**config.mk**
```make
export PLATFORM = sky130hd
export DESIGN_NAME = spi_tx_fifo_flat
export DESIGN_NICKNAME = d
export VERILOG_FILES = /design/src/rtl/spi_tx_fifo_pkg.sv /design/src/rtl/spi_tx_fifo_if.sv /design/src/rtl/spi_fifo_mem.sv /design/src/rtl/spi_tx_fifo.sv /design/src/flat_wrapper.sv
export SDC_FILE = /design/constraint.sdc
export NUM_CORES = 1
export LEC_CHECK = 0
export ABC_AREA = 1
export CAP_MARGIN = 25
export CORE_UTILIZATION = 43
export DETAILED_ROUTE_END_ITERATION = 6
export SETUP_SLACK_MARGIN = 0.4
export SYNTH_ARGS = -nofsm -noshare
export SYNTH_HDL_FRONTEND = slang
export SYNTH_SLANG_ARGS = --single-unit
```
**constraint.sdc**
```tcl
create_clock -name clk -period 2.6 [get_ports clk]
set_input_delay 0.78 -clock clk [delete_from_list [all_inputs] [get_ports clk]]
set_output_delay 0.78 -clock clk [all_outputs]
set_load 0.05 [all_outputs]
```
**src/rtl/spi_tx_fifo_pkg.sv**
```systemverilog
// Shared word/depth defaults for the SPI transmit path. spi_master and spi_tx_fifo take their
// widths from here so the word size stays consistent across both blocks.
package spi_tx_fifo_pkg;

  localparam int unsigned SPI_WORD_WIDTH = 8;
  localparam int unsigned SPI_FIFO_DEPTH = 16;

endpackage

```
**src/rtl/spi_tx_fifo_if.sv**
```systemverilog
// Valid/data/ready word stream.
//   valid  word present (driven by master)
//   data   word        (driven by master)
//   ready  sink accepts (driven by slave)
// A word transfers on a rising clock edge with valid & ready.
interface spi_tx_fifo_if
  import spi_tx_fifo_pkg::*;
#(
  parameter int unsigned DATA_WIDTH = SPI_WORD_WIDTH
);

  logic                  valid;
  logic [DATA_WIDTH-1:0] data;
  logic                  ready;

  modport master (output valid, output data, input ready);
  modport slave  (input valid, input data, output ready);

endinterface

```
**src/rtl/spi_fifo_mem.sv**
```systemverilog
// DEPTH x DATA_WIDTH storage for spi_tx_fifo.
//   clk    write clock
//   we     write enable
//   waddr  write address
//   wdata  write data
//   raddr  read address
//   rdata  read data (combinational)
// Storage is deliberately not reset; occupancy is tracked by the pointers in the parent.
module spi_fifo_mem #(
  parameter int unsigned DATA_WIDTH = 8,
  parameter int unsigned DEPTH      = 16,
  parameter int unsigned ADDR_WIDTH = 4
) (
  input  logic                  clk,
  input  logic                  we,
  input  logic [ADDR_WIDTH-1:0] waddr,
  input  logic [DATA_WIDTH-1:0] wdata,
  input  logic [ADDR_WIDTH-1:0] raddr,
  output logic [DATA_WIDTH-1:0] rdata
);

  logic [DATA_WIDTH-1:0] mem [DEPTH];

  always_ff @(posedge clk) begin
    if (we) begin
      mem[waddr] <= wdata;
    end
  end

  assign rdata = mem[raddr];

endmodule

```
**src/rtl/spi_tx_fifo.sv**
```systemverilog
// First-word fall-through word buffer feeding spi_master.
//   clk       clock, rising edge
//   reset_n   asynchronous active-low reset
//   flush     synchronous clear of all entries and overflow
//   s_if      upstream stream (slave): ready = !full
//   m_if      downstream stream (master): valid = !empty, data = head word
//   full      occupancy == DEPTH
//   empty     occupancy == 0
//   overflow  sticky, set by a push attempt while full
//   level     occupancy, registered (only with SPI_TX_FIFO_LEVEL_EN)
// Optional feature macro: SPI_TX_FIFO_LEVEL_EN.
module spi_tx_fifo
  import spi_tx_fifo_pkg::*;
#(
  parameter int unsigned DATA_WIDTH  = SPI_WORD_WIDTH,
  parameter int unsigned DEPTH       = SPI_FIFO_DEPTH,
  parameter int unsigned DEPTH_CLOG2 = $clog2(DEPTH)
) (
  input  logic                 clk,
  input  logic                 reset_n,
  input  logic                 flush,
  spi_tx_fifo_if.slave         s_if,
  spi_tx_fifo_if.master        m_if,
  output logic                 full,
  output logic                 empty,
  output logic                 overflow
`ifdef SPI_TX_FIFO_LEVEL_EN
  ,
  output logic [DEPTH_CLOG2:0] level
`endif
);

  // One extra pointer bit distinguishes full from empty when the indices match.
  logic [DEPTH_CLOG2:0]  wr_ptr_q, wr_ptr_d;
  logic [DEPTH_CLOG2:0]  rd_ptr_q, rd_ptr_d;
  logic                  overflow_q, overflow_d;
  logic                  push, pop;
  logic [DATA_WIDTH-1:0] head_data;

  assign empty = (wr_ptr_q == rd_ptr_q);
  assign full  = (wr_ptr_q[DEPTH_CLOG2] != rd_ptr_q[DEPTH_CLOG2]) &&
                 (wr_ptr_q[DEPTH_CLOG2-1:0] == rd_ptr_q[DEPTH_CLOG2-1:0]);

  // No full-bypass: a pop in the same cycle does not open a slot for the push.
  assign push = s_if.valid && !full;
  assign pop  = m_if.ready && !empty;

  always_comb begin
    wr_ptr_d   = wr_ptr_q;
    rd_ptr_d   = rd_ptr_q;
    overflow_d = overflow_q | (s_if.valid & full);
    if (flush) begin
      wr_ptr_d   = '0;
      rd_ptr_d   = '0;
      overflow_d = 1'b0;
    end else begin
      if (push) wr_ptr_d = wr_ptr_q + 1'b1;
      if (pop)  rd_ptr_d = rd_ptr_q + 1'b1;
    end
  end

  always_ff @(posedge clk or negedge reset_n) begin
    if (!reset_n) begin
      wr_ptr_q   <= '0;
      rd_ptr_q   <= '0;
      overflow_q <= 1'b0;
    end else begin
      wr_ptr_q   <= wr_ptr_d;
      rd_ptr_q   <= rd_ptr_d;
      overflow_q <= overflow_d;
    end
  end

  // Writes only ever land on a free slot, so the head entry is never overwritten.
  spi_fifo_mem #(
    .DATA_WIDTH (DATA_WIDTH),
    .DEPTH      (DEPTH),
    .ADDR_WIDTH (DEPTH_CLOG2)
  ) u_mem (
    .clk   (clk),
    .we    (push && !flush),
    .waddr (wr_ptr_q[DEPTH_CLOG2-1:0]),
    .wdata (s_if.data),
    .raddr (rd_ptr_q[DEPTH_CLOG2-1:0]),
    .rdata (head_data)
  );

  assign s_if.ready = !full;
  assign m_if.valid = !empty;
  // Mask the unreset storage so the head reads zero while nothing is queued.
  assign m_if.data  = empty ? '0 : head_data;
  assign overflow   = overflow_q;

`ifdef SPI_TX_FIFO_LEVEL_EN
  logic [DEPTH_CLOG2:0] level_q;

  always_ff @(posedge clk or negedge reset_n) begin
    if (!reset_n) begin
      level_q <= '0;
    end else begin
      level_q <= wr_ptr_d - rd_ptr_d;
    end
  end

  assign level = level_q;
`endif

endmodule
```
**src/flat_wrapper.sv**
```systemverilog
// flat-port wrapper written by rule: the top's interface ports become plain ports
module spi_tx_fifo_flat import spi_tx_fifo_pkg::*;
#(
  parameter int unsigned DATA_WIDTH  = SPI_WORD_WIDTH,
  parameter int unsigned DEPTH       = SPI_FIFO_DEPTH,
  parameter int unsigned DEPTH_CLOG2 = $clog2(DEPTH)
)
  (clk, reset_n, flush, full, empty, overflow, s_if_valid, s_if_data, s_if_ready, m_if_valid, m_if_data, m_if_ready);
  spi_tx_fifo_if #(.DATA_WIDTH(DATA_WIDTH)) s_if_i ();
  spi_tx_fifo_if #(.DATA_WIDTH(DATA_WIDTH)) m_if_i ();
  input  logic clk;
  input  logic reset_n;
  input  logic flush;
  output logic full;
  output logic empty;
  output logic overflow;
  input wire logic [$bits(s_if_i.valid)-1:0] s_if_valid;
  input wire logic [$bits(s_if_i.data)-1:0] s_if_data;
  output wire logic [$bits(s_if_i.ready)-1:0] s_if_ready;
  output wire logic [$bits(m_if_i.valid)-1:0] m_if_valid;
  output wire logic [$bits(m_if_i.data)-1:0] m_if_data;
  input wire logic [$bits(m_if_i.ready)-1:0] m_if_ready;
  assign s_if_i.valid = s_if_valid;
  assign s_if_i.data = s_if_data;
  assign s_if_ready = s_if_i.ready;
  assign m_if_valid = m_if_i.valid;
  assign m_if_data = m_if_i.data;
  assign m_if_i.ready = m_if_ready;
  spi_tx_fifo #(.DATA_WIDTH(DATA_WIDTH), .DEPTH(DEPTH), .DEPTH_CLOG2(DEPTH_CLOG2)) u_core (.clk(clk), .reset_n(reset_n), .flush(flush), .s_if(s_if_i), .m_if(m_if_i), .full(full), .empty(empty), .overflow(overflow));
endmodule
```
==> impl_metrics.py, run 1 <==
metrics = {
    "yosys": {
        "synth_seq_area_share": 0.633,
        "postSynth.asyncResetShare": 0.0791,
        "synthCells": 667,
        "yosysTopAreaCellShare": 0.591,
        "synth_area_leader_cell": "edfxtp_1",
        "synth_area_leaders": "edfxtp_1 (59%), nand2_1 (12%), nand3_1 (7.7%), inv_1 (6.6%), dfrtp_1 (4.2%)",
        "yosysWarnings": 0,
        "netlist_area_um2": 6510,
        "ys_ff_latch": 139,
        "syn-num-nets": 685,
        "syn_area_per_cell_um2": 9.76,
        "synth-edff-count": 128,
        "synth_flop_cell": "edfxtp_1",
        "synth.distinct_cells": 25,
    },
    "grt": {
        "track_usage": 0.208,
        "grt_pass1_wl_um": 23900,
        "grt_overflow_total": 0,
        "grt_max_degree": 49,
        "antenna_found_initial": 0,
        "grt_pass1_vias": 4425,
    },
    "pwr": {
        "finalPower_mw": 5.82,
        "p_leak_nw": 3.62,
        "peakVddDrop_mv": 0.712,
        "power_density_nw_per_um2": 688,
    },
    "layout": {
        "drive_above_1_share": 0.237,
        "antennaDiodeCount": 0,
        "num-nets-final": 756,
        "syn2layout_area_growth_pct": 30.1,
        "layout.cells.non_filler": 935,
        "layout_commonest_cell": "nand2_1",
        "most-common-layout-cells": "nand2_1 (187), edfxtp_1 (128), inv_1 (112)",
        "fill_cells": 1212,
        "finish.utilization": 0.578,
    },
    "run_status": {
        "status": "finished, violations left",
        "violations": "negative setup slack",
    },
    "sta": {
        "fin_hold_ws_ns": 0.517,
        "fin_tns_setup_ns": -1.53,
        "drv_slew": 0,
        "slew_headroom": 0.559,
        "layout_min_cycle_time_ns": 2.78,
        "rsz0062_at_grt": "true",
        "finalSetupViolations": 12,
        "max_freq_ghz": 0.360,
        "hold_viol": 0,
        "worst_pin_slew_ns": 0.660,
        "finalCritPeriodShare": 1.07,
        "final.setup_skew_ns": 0.00470,
        "post-route-worst-setup-slack_ns": -0.180,
    },
    "critical_path": {
        "slowest_delay_ns": 0.46,
        "arrival_ns": 2.00,
        "cpMaxStageDelayCell": "dfrtp_2",
        "critPathMaxFanout": 12,
        "regToRegSetupSlack_ns": 0.08,
        "cp-start-kind": "register",
        "path_cells": "buf_12, nand2_4, nand2_4, nor2_4, nand3_4, nand2_4, nor2_4, buf_6",
        "cp_common_cell": "nand2_4",
        "critPathRequiredTime_ns": 1.82,
        "worstSetupEndpointType": "output port",
        "worst-setup-path-type": "reg -> out",
    },
    "run": {
        "maxCapViolCount": 0,
    },
    "placed_design": {
        "placed_cells": 878,
        "numPortBuffers": 25,
        "hpwl_um": 9850,
        "globalplace.congestion": 0.844,
    },
    "die": {
        "die_h_um": 125,
        "start_util": 0.444,
        "core-area_um2": 14600,
        "dieArea_um2": 15600,
        "row_count": 44,
        "pin_count": 26,
        "fp.dieW_um": 125,
    },
    "route": {
        "vias_per_cell": 5.16,
        "wire_per_inst_um": 17.9,
        "drc": 0,
        "ant_nets": 0,
        "drt_iter0_drc": 412,
        "vias": 4822,
        "dr.pass1.iters": 5,
        "totalWireLength_um": 16800,
    },
    "clock_tree": {
        "hold_buffers": 0,
        "clkSinkCount": 139,
        "cts_max_level": 4,
        "tritoncts": "built",
        "cts_buffers": 17,
        "cts_root_buf": "clkbuf_16",
        "clk_latency_ns": 0.42,
        "cts.path.max_buffers": 2,
        "cts.clk_slew.worst_paths_ns": 0.06,
    },
    "hold_path": {
        "min-delay-path-class": "reg -> reg",
    },
}
## power breakdown
group	total, mW	leakage (nW)	internal (mW)	switching, mW
registers	2.48	1.30	2.46	0.0162
logic	1.04	2.05	0.383	0.661
clock network	2.30	0.268	1.40	0.904
## stage by stage
stage | setup WS (ns) | instance area [µm²]
after floorplan | 0.377 | 6590
after global placement | 0.235 | 7210
after detailed placement | 0.207 | 7210
after CTS | -0.177 | 7900
after global routing | -0.283 | 8470
final | -0.180 | 8470
## path summary, 6_finish.rpt
path / to / startpoint / cells past startpoint
setup reg to reg: u_core.u_mem.mem[15][5] / u_core.rd_ptr_q[0] / 16
hold / removal: u_core.overflow / u_core.overflow / 2
min in group asynchronous: u_core.overflow / reset_n / 1
max in group asynchronous: u_core.rd_ptr_q[0] / reset_n / 1
setup / recovery: m_if_data[0] / u_core.rd_ptr_q[0] / 8
hold reg to reg: u_core.overflow / u_core.overflow / 2
## metal layers
| layer | vias to the layer above | share of wire | wire, µm | track usage |
|---|---|---|---|---|
| met5 | - | 0 | 0 | 0 |
| met4 | 0 | 0.025 | 416 | 0.0846 |
| met3 | 27 | 0.069 | 1160 | 0.0535 |
| met2 | 194 | 0.46 | 7700 | 0.318 |
| met1 | 2309 | 0.45 | 7490 | 0.282 |
| li1 | 2292 | - | - | - |
## sequential cells by signal, indices dropped and copies added, names as in the netlist
signal            flops
u_core.wr_ptr_q       5
u_core.u_mem.mem    128
u_core.rd_ptr_q       5
u_core.overflow       1
## critical path, delay by kind of cell (launching register included)
family | cells | cell delay, ns
AND/OR/NAND/NOR | 6 | 0.78
flip-flops | 1 | 0.46
buffers and inverters | 2 | 0.32
## area by class of cell
class,instances,area [µm²],area share
clock buffer,19,433,0.0511
clock inverter,13,128,0.0151
inverter,119,457,0.0539
multi-input combinational,379,2140,0.252
sequential,139,4120,0.487
tap,184,230,0.0272
timing repair buffer,82,960,0.113
## logic make-up after synthesis
family | Yosys count | share of synthesized area
AO/OA/AOI/OAI | 9 | 0.00692
adder cells (fa/ha/maj) | 5 | 0.00961
buffers and inverters | 150 | 0.0927
flip-flops | 139 | 0.633
XOR/XNOR | 6 | 0.00923
AND/OR/NAND/NOR | 358 | 0.249
## cells in the mapped netlist (5+ instances only)
cell type,n
nand4_1,11
ha_1,5
nand2_1,200
clkbuf_1,9
edfxtp_1,128
nor2_2,10
or2_2,8
dfrtp_1,11
a21oi_1,9
nand3_1,100
buf_2,16
nor2_1,21
inv_1,115
## repair_timing
action                     in CTS  in global routing
setup endpoints to repair      13                140
buffers inserted                3                 18
resized for setup              27                 77
cloned                          0                  4
pin swaps                       2                 19
(Power assumes the default switching activity.)
==> run 2: changes to the inputs <==
RECOVER_POWER = 50   (was not set)
==> impl_metrics.py, run 2 (same netlist as run 1, synthesis figures left out) <==
metrics = {
    "grt": {
        "track_usage": 0.208,
        "grt_pass1_wl_um": 23900,
        "grt_overflow_total": 0,
        "antenna_found_initial": 0,
        "grt_max_degree": 49,
        "grt_pass1_vias": 4425,
    },
    "layout": {
        "drive_above_1_share": 0.228,
        "antennaDiodeCount": 0,
        "largest-register": "u_core.u_mem.mem",
        "num-nets-final": 756,
        "layout_commonest_cell": "nand2_1",
        "most-common-layout-cells": "nand2_1 (187), edfxtp_1 (128), inv_1 (112)",
        "top_regs": "u_core.u_mem.mem (128), u_core.rd_ptr_q (5), u_core.wr_ptr_q (5)",
        "largest_reg_flops": 128,
        "syn2layout_area_growth_pct": 29.7,
    },
    "clock_tree": {
        "cts.clk_slew.worst_paths_ns": 0.06,
        "tritoncts": "built",
        "cts_buffers": 17,
        "hold_buffers": 0,
        "clkSinkCount": 139,
        "clk_latency_ns": 0.42,
        "cts_max_level": 4,
        "cts_root_buf": "clkbuf_16",
        "cts.path.max_buffers": 2,
    },
    "route": {
        "drc": 0,
        "vias_per_cell": 5.13,
        "ant_nets": 0,
        "dr.pass1.iters": 5,
        "wire_per_inst_um": 18.0,
        "totalWireLength_um": 16800,
        "vias": 4799,
        "drt_iter0_drc": 448,
    },
    "sta": {
        "post-route-worst-setup-slack_ns": -0.181,
        "drv_slew": 0,
        "finalCritPeriodShare": 1.07,
        "rsz0062_at_grt": "true",
        "max_freq_ghz": 0.360,
        "final.setup_skew_ns": 0.00445,
        "finalSetupViolations": 12,
        "slew_headroom": 0.282,
        "worst_pin_slew_ns": 1.08,
        "layout_min_cycle_time_ns": 2.78,
        "hold_viol": 0,
    },
    "critical_path": {
        "reg2reg_to": "u_core.u_mem.mem[15][5]",
        "rr_startpoint": "u_core.rd_ptr_q[0]",
        "critPathMaxFanout": 12,
        "worstSetupEndpointType": "output port",
        "r2r_cells": 16,
        "arrival_ns": 2.00,
        "cp-start-kind": "register",
        "regToRegSetupSlack_ns": 0.08,
        "worst-setup-path-type": "reg -> out",
        "critPathRequiredTime_ns": 1.82,
    },
    "run_status": {
        "status": "finished, violations left",
        "violations": "negative setup slack",
    },
    "hold_path": {
        "min_from": "u_core.overflow",
        "min_to": "u_core.overflow",
        "min-delay-path-class": "reg -> reg",
        "hold_depth": 2,
    },
    "die": {
        "row_count": 44,
        "fp.dieW_um": 125,
        "core-area_um2": 14600,
        "die_h_um": 125,
        "pin_count": 26,
        "dieArea_um2": 15600,
        "start_util": 0.444,
    },
    "placed_design": {
        "dp_slack_ns": 0.207,
        "globalplace.congestion": 0.844,
        "numPortBuffers": 25,
        "hpwl_um": 9850,
    },
    "run": {
        "maxCapViolCount": 0,
    },
    "pwr": {
        "power_density_nw_per_um2": 690,
        "peakVddDrop_mv": 0.715,
        "finalPower_mw": 5.82,
        "p_leak_nw": 3.59,
    },
}
[run 2: layout make-up]
cell class	instances	area, µm²
Clock buffer	19	433
Clock inverter	13	128
Fill cell	1217	6200
Inverter	119	457
Multi-Input combinational cell	379	2140
Sequential cell	139	4120
Tap cell	184	230
Timing Repair Buffer	82	933
[run 2: worst max-delay path, stage by stage (launching register included)]
cell and delay [ns]:
dfrtp_2 0.46, buf_12 0.17, nand2_4 0.06, nand2_4 0.06
nor2_4 0.23, nand3_4 0.25, nand2_4 0.13, nor2_4 0.05
buf_6 0.15
[run 2: power by group]
group	leakage [nW]	switching [mW]	total, mW	internal (mW)
sequential	1.30	0.0161	2.48	2.46
clock	0.268	0.906	2.30	1.40
combinational	2.02	0.662	1.04	0.376
total	3.59	1.58	5.82	4.24
[run 2: how the worst max path moves through the flow]
stage	from	endpoint	slack, ns	cells past startpoint
6_report	u_core.rd_ptr_q[0]	m_if_data[0]	-0.18	8
3_5_place_dp	flush	u_core.u_mem.mem[15][6]	0.21	4
2_1_floorplan	u_core.rd_ptr_q[0]	m_if_data[3]	0.38	7
3_3_place_gp	u_core.rd_ptr_q[0]	m_if_data[0]	0.23	8
5_1_grt	u_core.wr_ptr_q[1]	m_if_data[0]	-0.28	8
4_1_cts	u_core.rd_ptr_q[0]	m_if_data[4]	-0.18	9
[run 2: through the flow]
| stage | instances | TNS, ns | utilization | hold WS (ns) | instance area [µm²] |
|---|---|---|---|---|---|
| floorplan | 667 | 0 | - | 0.484 | 6590 |
| global placement | 878 | 0 | 0.492 | 0.508 | 7210 |
| detailed placement | 878 | 0 | 0.492 | 0.516 | 7210 |
| CTS | 913 | -1.38 | 0.539 | 0.521 | 7900 |
| global route | 935 | -3.59 | 0.576 | 0.557 | 8440 |
| finish | 935 | -1.54 | 0.576 | 0.517 | 8440 |
[run 2: layer usage]
metal | wire length (µm) | vias to the layer above | global-route usage
met1 | 7630 | 2311 | 0.282
met3 | 1050 | 23 | 0.0535
met4 | 378 | 0 | 0.0846
met5 | 0 | - | 0
met2 | 7740 | 173 | 0.318
li1 | - | 2292 | -
[run 2: timing repair]
action,in CTS,in global routing
gates resized for setup,27,77
endpoints found under the setup margin,13,140
pin swaps,2,19
buffers inserted,3,18
cloned,0,4
==> run 3: changes to the inputs <==
HOLD_SLACK_MARGIN = 0.1   (was not set)
==> results of run 3 <==
The final DEF is identical to that of run 2; final timing and power are the same.
